### src/rtl/sequence_generator_pkg.sv
// Shared definitions for the serial pattern transmitter: state codes and their
// width, also used by the board top to decode the state onto the LEDs.
package sequence_generator_pkg;

  localparam int STATE_W = 3;

  localparam logic [STATE_W-1:0] STATE_IDLE  = 3'd0;
  localparam logic [STATE_W-1:0] STATE_SHIFT = 3'd1;
  localparam logic [STATE_W-1:0] STATE_GAP   = 3'd2;
  localparam logic [STATE_W-1:0] STATE_DONE  = 3'd3;

  typedef enum logic [STATE_W-1:0] {
    ST_IDLE  = STATE_IDLE,
    ST_SHIFT = STATE_SHIFT,
    ST_GAP   = STATE_GAP,
    ST_DONE  = STATE_DONE
  } state_e;

endpackage

### src/rtl/sequence_generator_if.sv
// Request and serial-stream signals of the pattern transmitter. The master
// side supplies the pattern and start strobe; the slave side is the generator.
interface sequence_generator_if #(
  parameter int MAX_LEN = 8,
  parameter int LEN_W   = 4,
  parameter int REP_W   = 4
);
  import sequence_generator_pkg::*;

  logic                 start;
  logic [MAX_LEN-1:0]   pattern;
  logic [LEN_W-1:0]     len;
  logic [REP_W-1:0]     reps;
  logic                 w_out;
  logic                 w_valid;
  logic                 busy;
  logic                 done;
  logic [STATE_W-1:0]   state;

  modport master (
    output start, pattern, len, reps,
    input  w_out, w_valid, busy, done, state
  );

  modport slave (
    input  start, pattern, len, reps,
    output w_out, w_valid, busy, done, state
  );

endinterface

### src/rtl/sequence_generator_piso_shift.sv
// Parallel-load, MSB-out shift register. A load places the low len_i bits of
// data_i at the top of the register so the first bit to send is always the MSB.
module piso_shift #(
  parameter int WIDTH = 8,
  parameter int LEN_W = 4
) (
  input  logic             clock,
  input  logic             reset,
  input  logic             load_i,
  input  logic             shift_i,
  input  logic [WIDTH-1:0] data_i,
  input  logic [LEN_W-1:0] len_i,
  output logic             msb_o
);

  logic [WIDTH-1:0] shreg_q;
  logic [WIDTH-1:0] shreg_d;
  int               shiftAmt;

  // Left-justify the load value; load wins over shift when both are requested
  always_comb begin
    shiftAmt = 0;
    if (int'(len_i) < WIDTH) begin
      shiftAmt = WIDTH - int'(len_i);
    end
    shreg_d = shreg_q;
    if (load_i) begin
      shreg_d = data_i << shiftAmt;
    end else if (shift_i) begin
      shreg_d = {shreg_q[WIDTH-2:0], 1'b0};
    end
  end

  // Shift register storage with synchronous clear
  always_ff @(posedge clock) begin
    if (reset) begin
      shreg_q <= '0;
    end else begin
      shreg_q <= shreg_d;
    end
  end

  assign msb_o = shreg_q[WIDTH-1];

endmodule

### src/rtl/sequence_generator.sv
// Serial pattern transmitter: sends a captured pattern MSB-first, repeated a
// programmed number of times with forced-zero gaps, then pulses done.
module sequence_generator
  import sequence_generator_pkg::*;
#(
  parameter int MAX_LEN = 8,
  parameter int LEN_W   = 4,
  parameter int REP_W   = 4,
  parameter int GAP_LEN = 2
) (
  input logic                 clock,
  input logic                 reset,
  sequence_generator_if.slave bus
);

  localparam int GAP_W = (GAP_LEN < 1) ? 1 : $clog2(GAP_LEN + 1);

  state_e             state_q, state_d;
  logic [LEN_W-1:0]   bitCnt_q, bitCnt_d;
  logic [LEN_W-1:0]   effLen_q, effLen_d;
  logic [REP_W-1:0]   repCnt_q, repCnt_d;
  logic [MAX_LEN-1:0] pattern_q, pattern_d;
  logic [GAP_W-1:0]   gapCnt_q, gapCnt_d;

  logic               clampedLen_unused;
  logic [LEN_W-1:0]   clampedLen;
  logic               shiftLoad;
  logic               shiftEn;
  logic [MAX_LEN-1:0] loadData;
  logic [LEN_W-1:0]   loadLen;
  logic               shiftMsb;

  assign clampedLen_unused = 1'b0;
  assign clampedLen = (bus.len > LEN_W'(MAX_LEN)) ? LEN_W'(MAX_LEN) : bus.len;

  piso_shift #(
    .WIDTH (MAX_LEN),
    .LEN_W (LEN_W)
  ) u_piso (
    .clock   (clock),
    .reset   (reset),
    .load_i  (shiftLoad),
    .shift_i (shiftEn),
    .data_i  (loadData),
    .len_i   (loadLen),
    .msb_o   (shiftMsb)
  );

  // Next-state, counter and shift-register control decode
  always_comb begin
    state_d   = state_q;
    bitCnt_d  = bitCnt_q;
    effLen_d  = effLen_q;
    repCnt_d  = repCnt_q;
    pattern_d = pattern_q;
    gapCnt_d  = gapCnt_q;
    shiftLoad = 1'b0;
    shiftEn   = 1'b0;
    loadData  = pattern_q;
    loadLen   = effLen_q;

    case (state_q)
      ST_IDLE: begin
        if (bus.start) begin
          pattern_d = bus.pattern;
          effLen_d  = clampedLen;
          repCnt_d  = bus.reps;
          if (clampedLen == '0 || bus.reps == '0) begin
            state_d = ST_DONE;
          end else begin
            state_d   = ST_SHIFT;
            bitCnt_d  = clampedLen;
            shiftLoad = 1'b1;
            loadData  = bus.pattern;
            loadLen   = clampedLen;
          end
        end
      end

      ST_SHIFT: begin
        shiftEn  = 1'b1;
        bitCnt_d = bitCnt_q - LEN_W'(1);
        if (bitCnt_q == LEN_W'(1)) begin
          if (repCnt_q > REP_W'(1)) begin
            repCnt_d = repCnt_q - REP_W'(1);
            if (GAP_LEN == 0) begin
              shiftLoad = 1'b1;
              bitCnt_d  = effLen_q;
            end else begin
              state_d  = ST_GAP;
              gapCnt_d = GAP_W'(GAP_LEN);
            end
          end else begin
            state_d = ST_DONE;
          end
        end
      end

      ST_GAP: begin
        if (gapCnt_q == GAP_W'(1)) begin
          state_d   = ST_SHIFT;
          shiftLoad = 1'b1;
          bitCnt_d  = effLen_q;
          gapCnt_d  = '0;
        end else begin
          gapCnt_d = gapCnt_q - GAP_W'(1);
        end
      end

      ST_DONE: begin
        state_d = ST_IDLE;
      end

      default: begin
        state_d = ST_IDLE;
      end
    endcase
  end

  // State and counter registers; reset abandons any transfer without a done pulse
  always_ff @(posedge clock) begin
    if (reset) begin
      state_q   <= ST_IDLE;
      bitCnt_q  <= '0;
      effLen_q  <= '0;
      repCnt_q  <= '0;
      pattern_q <= '0;
      gapCnt_q  <= '0;
    end else begin
      state_q   <= state_d;
      bitCnt_q  <= bitCnt_d;
      effLen_q  <= effLen_d;
      repCnt_q  <= repCnt_d;
      pattern_q <= pattern_d;
      gapCnt_q  <= gapCnt_d;
    end
  end

  assign bus.w_valid = (state_q == ST_SHIFT);
  assign bus.w_out   = (state_q == ST_SHIFT) & shiftMsb & ~clampedLen_unused;
  assign bus.busy    = (state_q != ST_IDLE);
  assign bus.done    = (state_q == ST_DONE);
  assign bus.state   = state_q;

endmodule

### src/flat_wrapper.sv
// flat-port wrapper written by rule: the top's interface ports become plain ports
module sequence_generator_flat import sequence_generator_pkg::*;
#(
  parameter int MAX_LEN = 8,
  parameter int LEN_W   = 4,
  parameter int REP_W   = 4,
  parameter int GAP_LEN = 2
)
  (clock, reset, bus_start, bus_pattern, bus_len, bus_reps, bus_w_out, bus_w_valid, bus_busy, bus_done, bus_state);
  sequence_generator_if #(.MAX_LEN(MAX_LEN), .LEN_W(LEN_W), .REP_W(REP_W)) bus_i ();
  input logic clock;
  input logic reset;
  input wire logic [$bits(bus_i.start)-1:0] bus_start;
  input wire logic [$bits(bus_i.pattern)-1:0] bus_pattern;
  input wire logic [$bits(bus_i.len)-1:0] bus_len;
  input wire logic [$bits(bus_i.reps)-1:0] bus_reps;
  output wire logic [$bits(bus_i.w_out)-1:0] bus_w_out;
  output wire logic [$bits(bus_i.w_valid)-1:0] bus_w_valid;
  output wire logic [$bits(bus_i.busy)-1:0] bus_busy;
  output wire logic [$bits(bus_i.done)-1:0] bus_done;
  output wire logic [$bits(bus_i.state)-1:0] bus_state;
  assign bus_i.start = bus_start;
  assign bus_i.pattern = bus_pattern;
  assign bus_i.len = bus_len;
  assign bus_i.reps = bus_reps;
  assign bus_w_out = bus_i.w_out;
  assign bus_w_valid = bus_i.w_valid;
  assign bus_busy = bus_i.busy;
  assign bus_done = bus_i.done;
  assign bus_state = bus_i.state;
  sequence_generator #(.MAX_LEN(MAX_LEN), .LEN_W(LEN_W), .REP_W(REP_W), .GAP_LEN(GAP_LEN)) u_core (.clock(clock), .reset(reset), .bus(bus_i));
endmodule
### config.mk
export PLATFORM = sky130hd
export DESIGN_NAME = sequence_generator_flat
export DESIGN_NICKNAME = d
export VERILOG_FILES = /design/src/rtl/sequence_generator_pkg.sv /design/src/rtl/sequence_generator_if.sv /design/src/rtl/sequence_generator_piso_shift.sv /design/src/rtl/sequence_generator.sv /design/src/flat_wrapper.sv
export SDC_FILE = /design/constraint.sdc
export NUM_CORES = 1
export LEC_CHECK = 0
export ABC_AREA = 1
export CORE_MARGIN = 2
export CORE_UTILIZATION = 45
export DETAILED_ROUTE_END_ITERATION = 12
export GPL_TIMING_DRIVEN = 0
export PLACE_DENSITY = 0.78
export SYNTH_ARGS = -nofsm -noshare
export SYNTH_HDL_FRONTEND = slang
export SYNTH_SLANG_ARGS = --single-unit
### constraint.sdc
create_clock -name clock -period 4.95 [get_ports clock]
set_clock_uncertainty 0.2 [all_clocks]
set_input_delay 0.495 -clock clock [delete_from_list [all_inputs] [get_ports clock]]
set_output_delay 0.495 -clock clock [all_outputs]
set_load 0.1 [all_outputs]
==> reports/metrics.csv, run 1 <==
metric;value;unit
Crit path max-delay family;buffers and inverters;
DIE WIDTH;74.0;um
CP Cell Sequence;inv_1 -> ha_1 -> nand2_1 -> inv_1 -> clkdlybuf4s50_1;
grt met3 use;0.0366;
post-CTS resize count;0;
cts hold-fix bufs;0;
antenna violations before repair;0;
fin. max-slew vios;0;
post-DP HPWL;3950;um
Reg2Reg Setup Slack;2.14;ns
synth unique cells;39;
critical path class;flip-flop to output port;
Mapped Area;0.00221;mm2
Worst Path Required;4.26;ns
crit path DAT;2.43;ns
FILL cells;478;
crit-path max cell delay;1.12;ns
ant diodes;0;
Synth Area per Inst;6.57;um2
core box area;0.00472;mm2
vias in the first global route;2114;
outcome;complete, no violations;
synthesized flop and latch total;32;
DRT Pass-1 Iters;4;
VDD IR max;446;uV
syn nets;366;
Max-Cap Viols;0;
Congestion Overflow GR;0;
# Post-CTS Setup Buffers;0;
busiest layer in global routing;met2;
Reg clk slew, reported paths;0.06;ns
Die Span Y;74.0;um
worst-skew pair later-pin latency;0.30;ns
most used cell, CP;inv_1;
first-pass GRT wire length;9020;um
Most used DFF post-synth;dfxtp_1;
# H-tree levels;2;
Lkg Pwr;1.19;nW
Synth top area share;0.290;
Synth async-reset ratio;0;
slew margin rel.;0.355;
# nets final;396;
Synth warnings;0;
startpoint types;flip-flop;
Finish-stage setup viols;0;
Tcrit/Tclk final;0.631;
port bufs;23;
Vias;2237;
top-count cell post-synth;nand2_1;
CTS Root Cell;clkbuf_8;
Worst-Margin Slew;0.964;ns
GR Util met2;0.359;
drt first-iter violations;138;
IO Pins;26;
Post-synth top cells;nand2_1, inv_1, o21ai_0, dfxtp_1, nor2_1;
post-route minimum period;3.12;ns
GRT Total Usage;0.211;
clock buffer count from CTS;5;
EDFF count, synth;0;
CTS Buffer Depth;2;
RSZ-0062 raised after global routing;no;
routed wire length;5320;um
highest-delay cell along the critical path;clkdlybuf4s50_1;
Placer Congestion;0.807;
Crit path buffers/inverters;3;
largest net degree at the start of global routing;11;
Crit Path Max Fanout;9;
share of layout cells above drive strength 1;0.0902;
crit path capture type;output port;
Initial Util;0.467;
DIE AREA;0.00548;mm2
min-delay worst type;flip-flop to flip-flop;
top cells by area, synth;dfxtp_1, nand2_1, inv_1;
Via density;5.17;
worst hold slack;0.277;ns
met1 Use GR;0.271;
biggest area consumer among synthesized cells;dfxtp_1;
Remaining DRCs;0;
Mapped Cells;336;
PwrDens;590;mW/mm2
wire per inst;12.3;um
row count;25;
endpoints failing hold;0;
antenna-violating nets left;0;
fmax;320;MHz
clock tree from TritonCTS;yes;
CTS Sinks;32;
Area growth syn-to-layout;18.6;%
sequential area share after synthesis;0.290;
TNS Setup;0;ns
-- metrics by stage --
stage	power [mW]	worst slack [ns]	util	cells	cell area [um2]
2_1_floorplan	1.12	1.46	-	336	2210
3_3_place_gp	1.30	1.92	0.534	426	2520
3_5_place_dp	1.32	1.91	0.534	426	2520
4_1_cts	1.55	1.81	0.554	433	2620
5_1_grt	1.68	1.71	0.554	433	2620
6_report	1.54	1.83	0.554	433	2620
-- routing by layer --
| layer | part of all wire | wire length (um) |
|---|---|---|
| met5 | 0 | 0 |
| met4 | 0.014 | 77 |
| met3 | 0.041 | 216 |
| met2 | 0.47 | 2490 |
| met1 | 0.48 | 2540 |
-- report_power, final --
part | total [mW] | internal [mW] | switching (mW)
clock | 0.226 | 0.124 | 0.103
combinational | 0.925 | 0.305 | 0.620
sequential | 0.393 | 0.341 | 0.0520
total | 1.54 | 0.770 | 0.774
-- layout make-up --
type                    count  area [um2]  share of cell area
plain buffers              10        53.8              0.0206
clock buffers               7        96.3              0.0368
inverters                  56         211              0.0808
multi-input cells         238        1300               0.497
flip-flops and latches     32         641               0.245
well taps                  67        83.8              0.0320
repair buffers             23         230              0.0880
-- worst reg2reg max path: cells and delay by family (launching register included) --
kind                       cells  cell delay [ns]
and+or+nand+nor               10             1.06
adders and majority gates      2             0.57
buffers and inverters          5             0.44
DFF                            1             0.42
-- logic make-up after synthesis --
logic type / Yosys count / synth area share
AND/OR/NAND/NOR: 143 / 0.304
AO/OA/AOI/OAI: 82 / 0.217
buffers and inverters: 66 / 0.120
flip-flops: 32 / 0.290
adder cells (fa/ha/maj): 11 / 0.0624
XOR/XNOR: 1 / 0.00397
other: 1 / 0.00170
-- state kept, by name, indices dropped and copies added (netlist names) --
name                   flops
u_core.bitCnt_q            4
u_core.bus.state           2
u_core.effLen_q            4
u_core.gapCnt_q            2
u_core.pattern_q           8
u_core.repCnt_q            4
u_core.u_piso.shreg_q      8
-- final timing paths --
path,to,startpoint,cells after the start
hold / removal,u_core.gapCnt_q[1]$_SDFFE_PP0P_,u_core.gapCnt_q[1]$_SDFFE_PP0P_,2
setup / recovery,bus_w_out,u_core.bus.state[1]$_SDFFE_PP0P_,5
setup reg to reg,u_core.u_piso.shreg_q[7]$_SDFFE_PP0P_,u_core.bus.state[0]$_SDFFE_PP0P_,17
hold reg to reg,u_core.gapCnt_q[1]$_SDFFE_PP0P_,u_core.gapCnt_q[1]$_SDFFE_PP0P_,2
-- layout by cell type, fill, tap and decap left out, drive strengths merged --
cell type	synthesis	routed
a211oi	7	7
a21oi	28	28
a22oi	2	2
a2bb2oi	1	1
a31o	1	1
a31oi	2	2
buf	5	5
clkbuf	5	12
clkdlybuf4s50	0	23
clkinv	1	1
conb	1	1
dfxtp	32	32
ha	11	11
inv	55	55
nand2	62	62
nand3	33	33
nand4	9	9
nor2	32	32
nor3	6	6
o2111ai	1	1
o211ai	1	1
o21a	1	1
o21ai	35	35
o22ai	2	2
o31ai	1	1
or2	1	1
xnor2	1	1
No activity file was read; power rests on OpenSTA's default activity.
==> run 2, diff against run 1 <==
--- a/config.mk
+++ b/config.mk
@@ -10,7 +10,7 @@
 export CORE_UTILIZATION = 45
 export DETAILED_ROUTE_END_ITERATION = 12
 export GPL_TIMING_DRIVEN = 0
-export PLACE_DENSITY = 0.78
+export PLACE_DENSITY = 0.81
 export SYNTH_ARGS = -nofsm -noshare
 export SYNTH_HDL_FRONTEND = slang
 export SYNTH_SLANG_ARGS = --single-unit
==> constraint.sdc (replaced) <==
create_clock -name clock -period 2.75 [get_ports clock]
set_clock_uncertainty 0.2 [all_clocks]
set_input_delay 0.275 -clock clock [delete_from_list [all_inputs] [get_ports clock]]
set_output_delay 0.275 -clock clock [all_outputs]
set_load 0.1 [all_outputs]
==> run 2 against run 1 <==
Compared with the run above: count of clock-buffer cells in the layout rose by 1; clock power rose by 78%; critical path depth fell by 1; first-iteration DRC count rose by 8.7%; via count rose by 2.4%; die area did not move; total power rose by 85%; core utilization rose by 1.3 points; cell count rose by 0.69%; largest cell class unchanged.
==> reports/metrics.csv, run 2 (same netlist as run 1, synthesis figures left out) <==
metric;value;unit
# nets final;398;
crit path capture type;output port;
DR WL met3;308;um
clock buffer count from CTS;5;
Vias;2290;
port bufs;23;
row count;25;
Remaining DRCs;0;
IO Pins;26;
PwrDens;1070;mW/mm2
post-placement worst setup slack;-0.0536;ns
metal1 wirelength;2480;um
most used cell, CP;clkinvlp_4;
Top Metal Used;met4;
startpoint types;flip-flop;
Max-Cap Viols;0;
# H-tree levels;2;
Initial Util;0.467;
Lkg Pwr;1.22;nW
Crit path max-delay family;buffers and inverters;
CTS Buffer Depth;2;
worst-skew pair later-pin latency;0.29;ns
slew margin rel.;0.351;
biggest regs;u_core.pattern_q: 8 flops, u_core.u_piso.shreg_q: 8 flops;
Worst-Margin Slew;0.970;ns
DRT Pass-1 Iters;6;
FILL cells;431;
first-pass GRT wire length;9150;um
WHS Path Cells;2;
Placer Congestion;0.880;
outcome;complete, no violations;
CTS Root Cell;clkbuf_8;
critical path class;flip-flop to output port;
CP Cell Sequence;clkinvlp_4 -> ha_4 -> clkinvlp_4 -> clkdlybuf4s50_1;
core box area;0.00472;mm2
largest net degree at the start of global routing;11;
worst setup margin;0.0614;ns
Tcrit/Tclk final;0.978;
crit-path max cell delay;1.12;ns
clock tree from TritonCTS;yes;
DIE AREA;0.00548;mm2
GRT Total Usage;0.214;
Final Cell Area;0.00268;mm2
endpoints failing hold;0;
Die Span Y;74.0;um
Finish-stage setup viols;0;
Placement Cell Area;0.00253;mm2
highest-delay cell along the critical path;clkdlybuf4s50_1;
path depth of the worst reg2reg path;17;
CTS Sinks;32;
post-route minimum period;2.69;ns
antenna-violating nets left;0;
Reg clk slew, reported paths;0.07;ns
crit path DAT;2.21;ns
post-DP HPWL;3970;um
highest-count cells in the layout ignoring fill and taps;nand2_1, inv_1, o21ai_0;
min-delay worst type;input port to flip-flop;
Routed met2 length;2560;um
Crit path buffers/inverters;3;
commonest non-fill, non-tap cell in the layout;nand2_1;
Worst Path Required;2.28;ns
antenna violations before repair;0;
Congestion Overflow GR;0;
DIE WIDTH;74.0;um
vias in the first global route;2082;
Area growth syn-to-layout;21.4;%
ant diodes;0;
fmax;372;MHz
Worst path depth;4;
Via density;5.25;
wire per inst;12.4;um
Crit Path Max Fanout;6;
routed wire length;5420;um
drt first-iter violations;150;
fin. max-slew vios;0;
VDD IR max;744;uV
share of layout cells above drive strength 1;0.111;
## run 2: changes by cell type in the layout (fill, tap and decap cells not counted), moves of 2 or more
cell             change
buf_4                +2
clkdlybuf4s50_1      -2
clkinvlp_4           +2
dfxtp_1              -2
dfxtp_4              +2
ha_1                 -2
inv_1                -2
## run 2: worst paths after layout
check	startpoint	to	slack, ns
max reg2reg	u_core.bus.state[0]$_SDFFE_PP0P_	u_core.u_piso.shreg_q[7]$_SDFFE_PP0P_	0.18
max	u_core.bus.state[0]$_SDFFE_PP0P_	bus_busy	0.06
min reg2reg	u_core.gapCnt_q[1]$_SDFFE_PP0P_	u_core.gapCnt_q[1]$_SDFFE_PP0P_	0.27
min	reset	u_core.effLen_q[3]$_SDFFE_PP0P_	0.22
## run 2: timing repair
item	4_1_cts	5_1_grt
hold buffers	0	0
endpoints found under the setup margin	6	9
pin swaps	0	1
gates cloned	0	0
hold endpoints to repair	0	0
setup buffers	0	2
gates resized for setup	3	5
## run 2: area by class of cell
cell class                      count  area [um2]  area share
Tap cell                           67        83.8      0.0313
Buffer                             10        60.1      0.0224
Timing Repair Buffer               25         246      0.0921
Sequential cell                    32         648       0.242
Inverter                           56         219      0.0818
Multi-Input combinational cell    238        1320       0.493
Clock buffer                        8         100      0.0374
## run 2: report_power, final
group / total [mW] / switching [mW] / leakage, nW / internal [mW]
Sequential: 0.721 / 0.100 / 0.266 / 0.621
Combinational: 1.74 / 1.14 / 0.900 / 0.596
Clock: 0.403 / 0.175 / 0.0515 / 0.228
## run 2: per-layer routing
metal	vias up	global-route usage
met4	0	0.0909
li1	1178	-
met3	8	0.0379
met2	59	0.355
met5	-	0
met1	1045	0.273
## run 2: stage by stage
step	TNS [ns]	std cells	power (mW)	hold WS, ns	util
3_3_place_gp	-0.0429	426	2.35	0.262	0.536
3_5_place_dp	-0.0901	426	2.38	0.267	0.536
6_report	0	436	2.87	0.223	0.567
2_1_floorplan	0	336	2.03	0.218	-
4_1_cts	0	434	2.80	0.197	0.558
5_1_grt	-0.00956	436	3.10	0.263	0.567
==> run 3, diff against run 2 <==
--- a/config.mk
+++ b/config.mk
@@ -8,6 +8,7 @@
 export ABC_AREA = 1
 export CORE_MARGIN = 2
 export CORE_UTILIZATION = 45
+export CTS_CLUSTER_DIAMETER = 30
 export DETAILED_ROUTE_END_ITERATION = 12
 export GPL_TIMING_DRIVEN = 0
 export PLACE_DENSITY = 0.81
==> results of run 3 <==
The final DEF is identical to that of run 2; final timing and power are the same.
